==> src/rtl/dds_key_ctrl.sv <==
// -----------------------------------------------------------------------------
// dds_key_ctrl
// Converts debounced key pulses into DDS configuration: a waveform selector and
// a 32-bit phase increment. Each accepted key causes exactly one UPDATE cycle
// with a cfg_valid strobe. This is followed by a fixed lockout. Pulses that
// arrive outside IDLE are discarded.
// -----------------------------------------------------------------------------
module dds_key_ctrl #(
  parameter logic [31:0] FW_INIT  = 32'd85_899,
  parameter logic [31:0] FW_STEP  = 32'd85_899,
  parameter logic [31:0] FW_MIN   = 32'd85_899,
  parameter logic [31:0] FW_MAX   = 32'd858_993_459,
  parameter logic [15:0] LOCK_CNT = 16'd49_999
) (
  input  logic        sys_clk,
  input  logic        sys_rst_n,
  input  logic        key_wave,
  input  logic        key_up,
  input  logic        key_dn,
  output logic [1:0]  wave_sel,
  output logic [31:0] freq_word,
  output logic        cfg_valid,
  output logic        at_limit
);

  typedef enum logic [1:0] {
    S_IDLE   = 2'd0,
    S_UPDATE = 2'd1,
    S_LOCK   = 2'd2
  } state_t;

  typedef enum logic [1:0] {
    CMD_WAVE = 2'd0,
    CMD_UP   = 2'd1,
    CMD_DN   = 2'd2
  } cmd_t;

  // at_limit value that matches freq_word = FW_INIT
  localparam logic RST_LIMIT = (FW_INIT == FW_MIN) || (FW_INIT == FW_MAX);

  state_t      r_state;
  cmd_t        r_cmd;
  logic [15:0] r_lock_cnt;
  logic [1:0]  r_wave_sel;
  logic [31:0] r_freq_word;
  logic        r_cfg_valid;
  logic        r_at_limit;

  // Saturation compares use 33 bits, so a value near 2^32 cannot wrap past a bound
  logic [32:0] w_sum;
  logic [32:0] w_floor;
  logic [31:0] w_freq_up;
  logic [31:0] w_freq_dn;
  logic [31:0] w_freq_next;
  logic [1:0]  w_wave_next;
  logic        w_limit_next;

  assign w_sum     = {1'b0, r_freq_word} + {1'b0, FW_STEP};
  assign w_floor   = {1'b0, FW_MIN} + {1'b0, FW_STEP};
  assign w_freq_up = (w_sum > {1'b0, FW_MAX}) ? FW_MAX : (r_freq_word + FW_STEP);
  assign w_freq_dn = ({1'b0, r_freq_word} < w_floor) ? FW_MIN : (r_freq_word - FW_STEP);

  // Output values that the latched command will produce in the UPDATE cycle
  always_comb begin
    // NOTE: every output of a combinational block gets a default first.
    // Otherwise a path that does not assign it infers a latch.
    w_freq_next = r_freq_word;
    w_wave_next = r_wave_sel;
    case (r_cmd)
      CMD_WAVE: w_wave_next = r_wave_sel + 2'd1;
      CMD_UP:   w_freq_next = w_freq_up;
      CMD_DN:   w_freq_next = w_freq_dn;
      default:  ;
    endcase
    w_limit_next = (w_freq_next == FW_MIN) || (w_freq_next == FW_MAX);
  end

  // Control FSM: accept a key in IDLE, apply it in UPDATE, then count out LOCK
  always_ff @(posedge sys_clk or negedge sys_rst_n) begin
    if (!sys_rst_n) begin
      r_state     <= S_IDLE;
      r_cmd       <= CMD_WAVE;
      r_lock_cnt  <= 16'd0;
      r_wave_sel  <= 2'd0;
      r_freq_word <= FW_INIT;
      r_cfg_valid <= 1'b0;
      r_at_limit  <= RST_LIMIT;
    end else begin
      // NOTE: registered state uses non-blocking assignment. Every branch then
      // sees the values from before the clock edge, so statement order does not
      // matter and simulation matches the synthesised flops.
      case (r_state)
        S_IDLE: begin
          r_cfg_valid <= 1'b0;
          if (key_wave) begin
            r_cmd   <= CMD_WAVE;
            r_state <= S_UPDATE;
          end else if (key_up) begin
            r_cmd   <= CMD_UP;
            r_state <= S_UPDATE;
          end else if (key_dn) begin
            r_cmd   <= CMD_DN;
            r_state <= S_UPDATE;
          end
        end
        S_UPDATE: begin
          r_wave_sel  <= w_wave_next;
          r_freq_word <= w_freq_next;
          r_at_limit  <= w_limit_next;
          r_cfg_valid <= 1'b1;
          r_lock_cnt  <= 16'd0;
          r_state     <= S_LOCK;
        end
        S_LOCK: begin
          r_cfg_valid <= 1'b0;
          if (r_lock_cnt == LOCK_CNT) begin
            r_lock_cnt <= 16'd0;
            r_state    <= S_IDLE;
          end else begin
            r_lock_cnt <= r_lock_cnt + 16'd1;
          end
        end
        default: begin
          r_cfg_valid <= 1'b0;
          r_state     <= S_IDLE;
        end
      endcase
    end
  end

  assign wave_sel  = r_wave_sel;
  assign freq_word = r_freq_word;
  assign cfg_valid = r_cfg_valid;
  assign at_limit  = r_at_limit;

endmodule
==> config.mk <==
export PLATFORM = sky130hd
export DESIGN_NAME = dds_key_ctrl
export DESIGN_NICKNAME = d
export VERILOG_FILES = /design/src/rtl/dds_key_ctrl.sv
export SDC_FILE = /design/constraint.sdc
export NUM_CORES = 1
export LEC_CHECK = 0
export ABC_CLOCK_PERIOD_IN_PS = 5450
export CAP_MARGIN = 20
export CORE_MARGIN = 5
export CORE_UTILIZATION = 29
export CTS_CLUSTER_DIAMETER = 30
export DETAILED_ROUTE_END_ITERATION = 12
export HOLD_SLACK_MARGIN = 0.03
export PLACE_DENSITY = 0.49
export SLEW_MARGIN = 10
export SYNTH_ARGS = -nofsm -noshare
export SYNTH_HDL_FRONTEND = slang
export SYNTH_SLANG_ARGS = --single-unit
==> constraint.sdc <==
create_clock -name sys_clk -period 5.45 [get_ports sys_clk]
set_input_delay 0.8175 -clock sys_clk [delete_from_list [all_inputs] [get_ports sys_clk]]
set_output_delay 0.8175 -clock sys_clk [all_outputs]
set_load 0.005 [all_outputs]
* After elaboration in Yosys (flattened, before gate mapping)
Index checks and enable logic that the tools add are counted.
** Word-level totals
- Bits in registers :: 56
- Input port bits :: 5
- Output and inout port bits :: 36
- Word-level logic and storage cells :: 45
** Cells by class
- $add $sub $neg :: 5
- Magnitude comparators :: 2
- Equality and inequality tests :: 9
- Muxes and demuxes :: 14
- Reduce and logical (&&, ||, !) cells :: 8
** Operators by type and width (count)
- $mux 32 :: 2
- $pmux 32 s2 :: 1
- $add 32x17->33 const B :: 1
- $gt 33x30->1 const B :: 1
- $add 32x17->32 const B :: 1
- $eq 32x17->1 const B :: 1
- $eq 32x30->1 const B :: 1
- $lt 32x18->1 const B :: 1
- $pmux 16 s2 :: 1
- $sub 32x17->32 const B :: 1
- $add 16x1->16 const B :: 1
- $eq 16x16->1 const B :: 1
- $mux 16 :: 1
- $mux 2 :: 7
- $pmux 2 s3 :: 1
- $reduce_and 2->1 :: 3
- $eq 2x1->1 const B :: 2
- $eq 2x2->1 const B :: 2
- $logic_not 2->1 :: 2
- $ne 4x4->1 const B :: 1
- $reduce_bool 3->1 :: 1
- $add 2x1->2 const B :: 1
- $ne 2x2->1 const B :: 1
- $reduce_bool 2->1 :: 1
- 2 further kinds :: 2

* Depth between registers and ports, before layout
- Depth in word-level cells :: 6
- Mapped depth :: 17

* Worst setup path before layout
OpenSTA, ideal clock, no wires.
- Path kind :: flip-flop to flip-flop
- Start :: register r_freq_word[0], in the netlist freq_word[0]
- End :: register r_at_limit, in the netlist at_limit
- Data arrival time :: 3.961 ns
- Data required time :: 5.361 ns
- Setup slack :: 1.399 ns
- Cell stages (with the launch flop) :: 18
- Path buffers :: 2
- Clock period less this slack :: 4.051 ns
- Cells stage by stage :: dfstp_2 clkbuf_1 inv_1 ha_1 nand2b_1 a21oi_1 o211ai_1 xor2_1 or3_1 a211oi_1 o21a_1 o21ai_2 and2_1 clkbuf_1 a221oi_1 and2_1 nand4_1 o32ai_2
** On the way
- Longest elaborated chain between the ends :: 6
** RTL lines
- start: declaration :: RTL line 45 : logic [31:0] r_freq_word;
- start signal: assignment :: RTL line 108 : r_freq_word <= w_freq_next;
- $add 32x17->33 :: RTL line 58 : assign w_sum = {1'b0, r_freq_word} + {1'b0, FW_STEP};
- $gt 33x30->1 :: RTL line 60 : assign w_freq_up = (w_sum > {1'b0, FW_MAX}) ? FW_MAX : (r_freq_word + FW_STEP);
- $mux 32 :: RTL line 60
- $pmux 32 s2 (*) :: RTL line 69 : case (r_cmd)
- $eq 32x17->1 / $eq 32x30->1 (equally long branches) :: RTL line 75 : w_limit_next = (w_freq_next == FW_MIN) || (w_freq_next == FW_MAX);
- $logic_or 1x1->1 (*) :: RTL line 75
- end signal: assignment :: RTL line 109 : r_at_limit <= w_limit_next;
- end: declaration :: RTL line 47 : logic r_at_limit;
Every way passes the cells marked *; elsewhere a longest branch is shown, timed or not.
A chain may end at the register's enable or synchronous reset.

* Worst setup path after layout
Same ends and word-level chain as after synthesis.

==> flow_summary.yaml <==
clocking:
  cts_inserted_buffers: 5
  htree_levels: 2
  clock_sinks: 56
  cts_tree: "yes"
  cts-root-buf: "clkbuf_16"
  cts.path.max_buffers: 2
  post_cts_buffers: 0
  cts_resized: 0
  clk_pin_slew_ns: 0.09
  clk_latency_ns: 0.32
  cts_hold_buf: 0
sta:
  fin_crit_ns: 4.81
  timing.setup.tns_ns: 0
  worst_pin_slew_ns: 0.846
  finClkSkew_ns: 0.0136
  hold_violations: 0
  fmax_ghz: 0.208
  hold_ws_ns: 0.468
  post-route-period-util_pct: 88.3
  grt_setup_unrepaired: "no"
  slew_headroom_pct: 43.2
  setup_viol: 0
  drv_slew: 0
worst_setup_path:
  crit_type: "reg2reg"
  startpoint_type: "flop"
  cp-end-kind: "flop"
  path_max_fanout: 15
  critPathTopFamily: "compound AO/OA/AOI/OAI gates"
  critPathRequiredTime_ns: 5.69
  cp_num_buf_inv: 2
  worst_path_most_repeated_cell: "o21ai_1"
  r2r_start: "freq_word[0]"
  cp_slowest_cell: "o21ai_1"
  cp.arrival_ns: 5.05
  regToRegEndpoint: "at_limit"
  slowest_delay_ns: 0.67
  r2r_cells: 16
  ff2ff_setup_slack_ns: 0.64
  path_cells: "inv_1, ha_1, nor2b_1, o21ai_1, nand3_2, nor4_1, o21ai_1, a211oi_1, nand4_1, o21ai_2, buf_4, o211ai_1, a2111o_1, and4bb_1, a21oi_1, o32ai_2"
synthesis:
  syn_nets: 790
  synthFlopType: "dfrtp_1"
  synth_top_area_share_pct: 20.1
  synth_cell_type_count: 84
  synth-edff-count: 0
  yosys-top-cells-area: "dfrtp_1 20%, a21oi_1 6.9%, nor2_1 5.8%, dfstp_2 5.2%, nand2_1 5.0%"
  synth_area_um2: 5590
  ys_ff_latch: 56
  seq_area_frac_synth_pct: 25.3
  avgSynthCellArea_um2: 7.20
  synth.largest_area_cell: "dfrtp_1"
  synthCells: 776
  yosys_warnings: 0
  synthArstFlopShare_pct: 100
placed_design:
  port-buffer-count: 40
  routabilityCongestion: 0.966
  dp_hpwl_mm: 16.7
global_routing:
  grt_pass1_vias: 5986
  grt_max_degree: 57
  grt.total_usage_pct: 20.7
  antenna_found_initial: 0
  gr-total-overflow: 0
  grt_pass1_wl_mm: 36.0
power:
  pwr-share-clk_pct: 9.3
  combPwrFrac_pct: 71.2
  vdd_ir_drop_max_v: 0.000269
  sequentialPowerShare_pct: 19.4
  swShare_pct: 56.7
  intPower_w: 0.00185
  power.leakage_nw: 2.33
  cellPowerDensity_nw_per_um2: 664
  p_sw_w: 0.00242
floorplanning:
  die_w_um: 149
  ioPinCount: 41
  start_util_pct: 29.7
  fp.coreArea_um2: 18800
  die_area_um2: 22200
  die_h_um: 149
  rows: 50
routing:
  wl_per_cell_um: 21.8
  drt-total-wl_mm: 23.0
  dr_total_vias: 6376
  drt_iter0_drc: 681
  drtAntennaViolNets: 0
  drc: 0
  first_pass_iters: 5
  routed_via_density: 6.04
layout:
  area_growth_pct: 15.1
  final_cell_mix: "87 x nor2_1, 77 x a21oi_1, 75 x nand2_1"
  final_common_cell: "nor2_1"
  antenna_cells: 0
  fin_nets: 808
  drive_above_1_share_pct: 9.56
min_path:
  worstHoldEndpoint: "wave_sel[1]"
  hp-start: "wave_sel[1]"
  hold_depth: 1
  hp-class: "reg2reg"
job:
  maxCapViolations: 0
run_status:
  status: "finished clean"
[how the worst max path moves through the flow]
stage,start,endpoint,slack [ns],cells past startpoint
finish,freq_word[0],at_limit,0.64,16
global route,freq_word[0],at_limit,0.28,16
CTS,freq_word[0],at_limit,0.64,16
floorplan,freq_word[0],at_limit,1.40,17
detailed placement,freq_word[0],at_limit,0.66,16
global placement,freq_word[0],at_limit,0.78,16
[synth_stat cells (all sizes together), types with 5 or more instances]
master   n
nor2    89
a21oi   77
nand2   75
o21ai   70
dfrtp   45
clkbuf  42
inv     32
nand3   26
nor3    25
a31oi   18
a211oi  16
buf     16
nand4   15
xnor2   15
o211ai  14
xor2    12
a21o    11
dfstp   11
nor4    10
and3     9
ha       9
a22oi    8
and2     8
o21a     8
o31ai    8
or3      8
nand2b   7
o221ai   7
mux2     6
mux2i    6
o22ai    6
or2      5
[cell families (layout without fill, tap and decap cells)]
group                    Yosys count  count (layout)  share of synthesized area, %
adder cells (fa/ha/maj)            9               9                          2.01
XOR/XNOR                          27              27                          4.23
AO/OA/AOI/OAI                    284             284                          33.2
AND/OR/NAND/NOR                  297             297                          26.0
buffers and inverters             91             110                          6.92
multiplexers                      12              12                          2.28
flip-flops                        56              56                          25.3
[per-layer routing]
metal	track usage [%]	up-vias	wire [µm]
li1	-	2908	-
met5	0	-	0
met1	29.3	3081	9920
met3	3.56	43	2170
met4	7.73	0	676
met2	31.6	344	10300
[area by class of cell]
| type | instances | area (µm²) |
|---|---|---|
| flip-flops and latches | 56 | 1420 |
| clock buffers | 6 | 129 |
| repair buffers | 69 | 613 |
| well taps | 260 | 325 |
| clock inverters | 2 | 38.8 |
| multi-input cells | 629 | 3790 |
| fillers | 2082 | 12400 |
| inverters | 33 | 124 |
[per-stage QoR]
stage          util, %  instances  setup slack (ns)  power, W  cell area (µm²)
6_report          34.2       1055             0.638   0.00427             6440
5_1_grt           34.2       1055             0.275   0.00456             6440
4_1_cts           34.2       1055             0.643   0.00420             6440
3_5_place_dp      33.3       1047             0.656   0.00378             6270
3_3_place_gp      33.3       1047             0.784   0.00380             6270
2_1_floorplan        -        776              1.40   0.00270             5590
[sequential cells by signal, indices dropped and copies added, names as in the netlist]
| name | count |
|---|---|
| wave_sel | 2 |
| r_cmd | 2 |
| at_limit | 1 |
| freq_word | 32 |
| cfg_valid | 1 |
| r_lock_cnt | 16 |
| r_state | 2 |
[power groups by stage]
stage               Combinational, W  Sequential, W  Clock [W]
finish                       0.00304       0.000830   0.000398
global route                 0.00328       0.000850   0.000425
detailed placement           0.00296       0.000827          0
floorplan                    0.00203       0.000669          0
CTS                          0.00296       0.000820   0.000412
global placement             0.00298       0.000826          0
Note: power is estimated with default switching activity, not from simulation.
